## config.mk

```make
export PLATFORM = sky130hd
export DESIGN_NAME = mem_access_ctrl
export DESIGN_NICKNAME = d
export VERILOG_FILES = /design/src/rtl/mem_access_ctrl.sv
export SDC_FILE = /design/constraint.sdc
export NUM_CORES = 1
export LEC_CHECK = 0
export CAP_MARGIN = 5
export CORE_MARGIN = 1.5
export CORE_UTILIZATION = 32
export CTS_BUF_LIST = sky130_fd_sc_hd__clkbuf_16
export CTS_CLUSTER_SIZE = 40
export DETAILED_ROUTE_END_ITERATION = 16
export GPL_TIMING_DRIVEN = 0
export SYNTH_ARGS = -nofsm -noshare
export SYNTH_HDL_FRONTEND = slang
export SYNTH_SLANG_ARGS = --single-unit
export TNS_END_PERCENT = 20
```

## constraint.sdc

```tcl
create_clock -name clk -period 3.2 [get_ports clk]
set_input_delay 0.32 -clock clk [delete_from_list [all_inputs] [get_ports clk]]
set_output_delay 0.32 -clock clk [all_outputs]
set_load 0.005 [all_outputs]
```

## src/rtl/mem_access_ctrl.sv

```systemverilog
// Load/store access controller: computes the effective address, strobes the data
// memory until it acknowledges or the wait budget expires, then returns one response.
module mem_access_ctrl #(
    parameter int TIMEOUT = 15
) (
    input  logic        clk,
    input  logic        reset,
    input  logic        req_valid,
    output logic        req_ready,
    input  logic [5:0]  opcode,
    input  logic [31:0] base,
    input  logic [15:0] offset,
    input  logic [31:0] store_data,
    output logic        resp_valid,
    output logic [31:0] load_data,
    output logic        resp_err,
    output logic [31:0] mem_address,
    output logic [31:0] mem_write_data,
    output logic [5:0]  mem_opcode,
    output logic        MemRead,
    output logic        MemWrite,
    input  logic [31:0] mem_read_data,
    input  logic        mem_ack,
    output logic [1:0]  dbg_state
);

    // Handshake: a request transfers on a rising edge where req_valid && req_ready;
    // req_ready is high only in IDLE. resp_valid is a one-cycle pulse with no back-pressure.

    localparam logic [5:0] OP_LB  = 6'h20;
    localparam logic [5:0] OP_LH  = 6'h21;
    localparam logic [5:0] OP_LW  = 6'h23;
    localparam logic [5:0] OP_LBU = 6'h24;
    localparam logic [5:0] OP_LHU = 6'h25;
    localparam logic [5:0] OP_SB  = 6'h28;
    localparam logic [5:0] OP_SH  = 6'h29;
    localparam logic [5:0] OP_SW  = 6'h2B;

    localparam int CW = (TIMEOUT < 1) ? 1 : $clog2(TIMEOUT + 1);

    typedef enum logic [1:0] {
        IDLE   = 2'd0,
        ACCESS = 2'd1,
        RESP   = 2'd2
    } state_t;

    state_t         state_q, state_d;
    logic [CW-1:0]  wait_cnt;
    logic           op_is_load, op_is_store, in_is_legal, timed_out;
    logic [31:0]    ext_data;

    function automatic logic is_load(input logic [5:0] op);
        return (op == OP_LB) || (op == OP_LH) || (op == OP_LW) ||
               (op == OP_LBU) || (op == OP_LHU);
    endfunction

    function automatic logic is_store(input logic [5:0] op);
        return (op == OP_SB) || (op == OP_SH) || (op == OP_SW);
    endfunction

    assign op_is_load  = is_load(mem_opcode);
    assign op_is_store = is_store(mem_opcode);
    assign in_is_legal = is_load(opcode) || is_store(opcode);
    // Ack on the very cycle the budget runs out still counts as success.
    assign timed_out   = (wait_cnt == CW'(TIMEOUT)) && !mem_ack;

    always_comb begin
        ext_data = 32'h0;
        case (mem_opcode)
            OP_LB:   ext_data = {{24{mem_read_data[7]}}, mem_read_data[7:0]};
            OP_LBU:  ext_data = {24'h0, mem_read_data[7:0]};
            OP_LH:   ext_data = {{16{mem_read_data[15]}}, mem_read_data[15:0]};
            OP_LHU:  ext_data = {16'h0, mem_read_data[15:0]};
            OP_LW:   ext_data = mem_read_data;
            default: ext_data = 32'h0;
        endcase
    end

    always_comb begin
        state_d = state_q;
        case (state_q)
            IDLE: begin
                if (req_valid) state_d = in_is_legal ? ACCESS : RESP;
            end
            ACCESS: begin
                if (mem_ack || timed_out) state_d = RESP;
            end
            RESP:    state_d = IDLE;
            default: state_d = IDLE;
        endcase
    end

    always_ff @(posedge clk or posedge reset) begin
        if (reset) begin
            state_q        <= IDLE;
            wait_cnt       <= '0;
            mem_opcode     <= 6'h0;
            mem_address    <= 32'h0;
            mem_write_data <= 32'h0;
            load_data      <= 32'h0;
            resp_err       <= 1'b0;
        end else begin
            state_q <= state_d;
            case (state_q)
                IDLE: begin
                    if (req_valid) begin
                        mem_opcode     <= opcode;
                        mem_address    <= base + {{16{offset[15]}}, offset};
                        mem_write_data <= store_data;
                        wait_cnt       <= '0;
                        load_data      <= 32'h0;
                        resp_err       <= !in_is_legal;
                    end
                end
                ACCESS: begin
                    if (mem_ack) begin
                        load_data <= ext_data;
                        resp_err  <= 1'b0;
                    end else if (timed_out) begin
                        load_data <= 32'h0;
                        resp_err  <= 1'b1;
                    end else begin
                        wait_cnt <= wait_cnt + CW'(1);
                    end
                end
                default: ;
            endcase
        end
    end

    // Strobes decode straight from the state register so reset drops them at once.
    assign req_ready  = (state_q == IDLE);
    assign resp_valid = (state_q == RESP);
    assign MemRead    = (state_q == ACCESS) && op_is_load;
    assign MemWrite   = (state_q == ACCESS) && op_is_store;
    assign dbg_state  = state_q;

endmodule

```

# Yosys cells after proc, flatten, opt, wreduce, memory -nomap -nowiden
# Index checks and enable logic that the tools add are counted.
[totals]
regBits = 109
ram_bits = 0
memories = 0
input_bits = 122
output_inout_bits = 109
rom_bits = 0
latchBits = 0
[op_classes]
multipliers = 0
n_addsub = 2
n_bitwise = 0
n_shift = 0
n_div = 0
muxes = 17
n_reduce_logical = 25
magnitude_cmp = 0
eq_ne = 24
[ops]
columns = ["cell", "n"]
rows = [
  ["$pmux W32 S5", 1],
  ["$eq A6 B6 Y1 const B", 16],
  ["$mux W32", 3],
  ["$pmux W32 S2", 1],
  ["$add A32 B32 Y32", 1],
  ["$logic_or A1 B1 Y1", 14],
  ["$mux W4", 3],
  ["$ne A2 B2 Y1 const B", 4],
  ["$pmux W4 S2", 1],
  ["$mux W2", 3],
  ["$add A4 B1 Y4 const B", 1],
  ["$eq A4 B4 Y1 const B", 1],
  ["$pmux W2 S2", 1],
  ["$reduce_and A2 Y1", 2],
  ["$reduce_and A4 Y1", 1],
  ["$logic_and A1 B1 Y1", 3],
  ["$mux W1", 3],
  ["$ne A3 B3 Y1 const B", 1],
  ["$reduce_and A3 Y1", 1],
  ["$eq A2 B1 Y1 const B", 1],
  ["$eq A2 B2 Y1 const B", 1],
  ["$logic_not A1 Y1", 2],
  ["$logic_not A2 Y1", 1],
  ["$pmux W1 S2", 1],
  ["$reduce_bool A2 Y1", 1],
]

# Longest topological paths before layout
[depth]
word_depth = 9
ltp_mapped = 9
depth_no_buf = 9

# Worst setup path before layout
# Ideal clock, no wire load.
[synth_path]
kind = "input -> register"
start = "input port offset[0]"
end = "register mem_address[26]"
setup_ps = 126
required_ps = 3074
path_slack_ps = 875
t_arrival_ps = 2199
cell_stages = 9
cell_sequence = "ha_1 > fa_1 > a21o_1 > a22oi_1 > o211ai_1 > or2_4 > a31oi_4 > o21ai_1 > a221o_1"
[synth_between]
elab_chain_len = 1
[synth_rtl]
columns = ["item", "line_no", "rtl"]
rows = [
  ["from (decl)", "12", "input logic [15:0] offset,"],
  ["$add A32 B32 Y32", "108", "mem_address <= base + {{16{offset[15]}}, offset};"],
  ["to (signal assigned)", "108", ""],
  ["to (decl)", "17", "output logic [31:0] mem_address,"],
]
# No other way between the ends.
# A chain may end at the register's enable or synchronous reset.

# Worst setup path after layout
[layout_path]
start = "input port offset[0]"
end = "register mem_address[14]"
# Same word-level chain as after synthesis.

==> run summary <==
RUN STATUS
-------------------------------------------------------------------------------------
Result of the run                                                        finished clean

GLOBAL ROUTING
-------------------------------------------------------------------------------------
Met2 track utilization from global routing                                     31.86%
Pin count of the biggest net entering global routing                               67
Met3 Usage GRT                                                                 2.025%
Antenna violations before repair                                                    0
Total gr overflow                                                                   0
Global router's overall resource usage                                         18.94%
Met1 usage                                                                     25.71%
Number of global-route vias before repair                                        5666
Global-route wire length before repair                                       30040 um
Peak-usage layer in the global routing report                                    met2

POWER AND IR DROP
-------------------------------------------------------------------------------------
Leakage                                                                   0.003906 uW
Worst IR Drop VDD                                                         0.0002239 V
Power Dens Cells                                                         471.4 nW/um2

SETUP PATH
-------------------------------------------------------------------------------------
Worst Setup Start Kind                                                   primary input
Startpoint of the worst-slack reg-to-reg timing path                     dbg_state[0]$_DFFE_PP0P_
Maximum fanout encountered on the critical timing path                              3
Crit path DAT                                                                 2.99 ns
Origin of the worst setup path                                              offset[0]
Category of the most critical setup path                                    in -> reg
Minimum setup slack among reg-to-reg paths                                    0.90 ns
Data required, critical path                                                  3.42 ns
Critical Path Sink                                                       mem_address[14]$_DFFE_PP0P_
Cells on worst reg2reg path                                                         7
Endpoint type of the worst setup path                                       flip-flop
Critical register-to-register path endpoint                              mem_address[0]$_DFFE_PP0P_

FLOORPLANNING
-------------------------------------------------------------------------------------
IO Count                                                                          231
Cell row count                                                                     50
Placeable core area                                                         18770 um2
Starting utilization of the core area                                          32.66%
Floorplan die height                                                         141.4 um
Area enclosed by the die boundary                                           19990 um2
Die span in x                                                                141.4 um

CLOCKING
-------------------------------------------------------------------------------------
Latest clock arrival within the worst-skew pair                               0.35 ns
Cts bufs inserted                                                                   9
Clock Tree Buf Depth                                                                2
Clk slew on worst S/H paths                                                   0.08 ns
CTS tree                                                                          yes
Post-CTS Setup Repair Bufs                                                          0
CTS H-tree lvls                                                                     3
Clock root buffer                                                           clkbuf_16
Clock sink total                                                                  109

SYNTHESIS
-------------------------------------------------------------------------------------
Biggest area consumer among synthesized cells                                 dfrtp_1
Most frequently used flop master after synthesis                              dfrtp_1
Cell count after synthesis                                                        693
Part of the Yosys area used for sequential elements                            44.50%
Synthesis Warnings                                                                  0
Number of flops mapped to enable cells by yosys                                     0
Share of flip-flops with an asynchronous set or reset                          100.0%
Nets in the synthesized netlist                                                   848
Mean cell area of the mapped netlist                                        8.845 um2
Combined area of all synthesized cells                                       6130 um2
Synth area leaders                                                       dfrtp_1 44%, nand2_1 12%, ha_1 6.5%, a21oi_1 4.7%, o21ai_0 2.6%
Count of distinct cell types in the synthesized netlist                            68
Count of state elements after synthesis                                           109
Synth top area share                                                           44.50%

ROUTING
-------------------------------------------------------------------------------------
Total wirelength of the detailed-routed design                               18980 um
Number of vias after detailed routing                                            5815
Routed Antenna Nets                                                                 0
DRC                                                                                 0
Mean routed wirelength per cell                                              16.18 um
DR vias/cell                                                                    4.957
Pre-Repair DR Iteration Count                                                       5
Iteration-0 DRC count of the detailed router                                      179

CELLS AND AREA
-------------------------------------------------------------------------------------
Fin nets                                                                         1090
Most frequent standard cell in the layout excluding fill and tap cells   clkdlybuf4s50_1
Leading cell types in the layout, fill and taps excluded                 229 x clkdlybuf4s50_1, 195 x nand2_1, 109 x dfrtp_1, 57 x a21oi_1
Area growth from synthesis to layout                                           47.34%
Proportion of layout cells with a drive suffix above 1                         5.005%
Post-layout util                                                               48.12%
Sequential cell area                                                         2728 um2
Number of non-filler instances in the completed layout                           1173
Final antenna diode count                                                           0
Fillcell total                                                                   1845
Area occupied by multi-input gates                                           3183 um2

STA
-------------------------------------------------------------------------------------
Count of final hold-check violations                                                0
Final period utilization                                                       86.69%
RSZ-0062 raised after global routing                                            false
Max transition margin                                                          44.36%
Pins over their slew limit                                                          0
Upper clock frequency limit                                                 360.5 MHz
Pin slew with the least headroom to its limit                               0.8277 ns
Min cycle time layout                                                        2.774 ns
Worst clock skew                                                          0.006856 ns
Number of failing setup endpoints in the final timing report                        0

WORST HOLD PATH
-------------------------------------------------------------------------------------
Classification of the worst-slack hold path                               in -> async

PLACE
-------------------------------------------------------------------------------------
Count of input and output buffers                                                 230
Dpl hpwl                                                                     14720 um
Gp weighted congestion                                                         0.8288
Cell count after placement                                                       1158

FLOW RUN
-------------------------------------------------------------------------------------
Max-Cap Viols                                                                       0

## how the worst min path moves through the flow
stage,from,end,slack [ns]
2_1_floorplan,opcode[0],mem_opcode[0]$_DFFE_PP0P_,0.43
3_5_place_dp,mem_write_data[1]$_DFFE_PP0P_,mem_write_data[1]$_DFFE_PP0P_,0.46
4_1_cts,reset,load_data[10]$_DFFE_PP0P_,0.37
5_1_grt,reset,mem_write_data[7]$_DFFE_PP0P_,0.40
3_3_place_gp,mem_write_data[15]$_DFFE_PP0P_,mem_write_data[15]$_DFFE_PP0P_,0.46
6_report,reset,load_data[28]$_DFFE_PP0P_,0.37
## timing repair
action / CTS / global route
gates resized for setup: 0 / 1
endpoints found under the setup margin: 0 / 2
hold buffers: 0 / 0
## cell type report
type	instances	share of cell area, %
well taps	234	3.242
clock buffers	9	2.494
flip-flops and latches	109	30.20
clock inverters	6	0.5126
plain buffers	40	2.175
repair buffers	231	25.82
inverters	6	0.3048
multi-input cells	538	35.25
## layer usage
layer	routed length (um)	vias up	share of wire [%]
met5	0	-	0
met4	225	0	1.2
met3	806	10	4.2
met2	9106	154	48
met1	8842	2723	47
li1	-	2928	-
## power by group
group	internal, uW	switching, uW	leakage (uW)
combinational	783	657	0.00238
clock	533	544	0.000130
sequential	1590	146	0.00140
## cells in the mapped netlist, types with 4 or more instances
| cell | n |
|---|---|
| and3_1 | 5 |
| a21oi_1 | 57 |
| o21a_1 | 5 |
| buf_6 | 4 |
| nand2_1 | 195 |
| xor2_1 | 12 |
| o31ai_1 | 6 |
| inv_1 | 6 |
| o211ai_1 | 9 |
| xnor2_1 | 8 |
| clkbuf_1 | 22 |
| o21ai_0 | 32 |
| o21ai_1 | 25 |
| nand3_1 | 14 |
| dfrtp_1 | 109 |
| ha_1 | 32 |
| and2_1 | 4 |
| nor3_1 | 7 |
| nand4_1 | 11 |
| buf_2 | 6 |
| buf_1 | 5 |
| nor2_1 | 24 |
| nand2b_1 | 4 |
| a22o_1 | 8 |
| a21o_1 | 17 |
## critical path, cell delays in order
cell	delay [ns]
clkdlybuf4s50_1	0.42
ha_1	0.23
fa_1	0.40
a21o_1	0.23
a221oi_1	0.46
o21ai_1	0.21
a21oi_1	0.27
o21ai_1	0.19
xnor2_1	0.19
o21ai_1	0.07
## flip-flops by register name (all words and copies together), names as in the netlist
name,cells
load_data,32
mem_address,32
mem_write_data,32
mem_opcode,6
wait_cnt,4
dbg_state,2
resp_err,1
## logic make-up after synthesis
group	after synthesis	synth area share, %
AOI/OAI and AO/OA	198	21.49
xor gates and xnor gates	20	2.858
adders and majority gates	33	6.858
buffers and inverters	46	3.572
DFF	109	44.50
muxes	1	0.1633
and+or+nand+nor	286	20.56
## stage by stage
step | setup WS [ns] | total power, uW | hold WS [ns] | cell area (um2) | TNS (ns)
6_report | 0.4260 | 4257 | 0.3732 | 9031 | 0
4_1_cts | 0.1551 | 4318 | 0.3701 | 9029 | 0
3_5_place_dp | -0.2233 | 3219 | 0.4615 | 8757 | -0.7118
2_1_floorplan | 0.006051 | 2379 | 0.4254 | 6130 | 0
5_1_grt | 0.3195 | 4514 | 0.4028 | 9031 | 0
3_3_place_gp | -1.997 | 3207 | 0.4573 | 8725 | -217.18
Power figures use the tool's default switching activity.
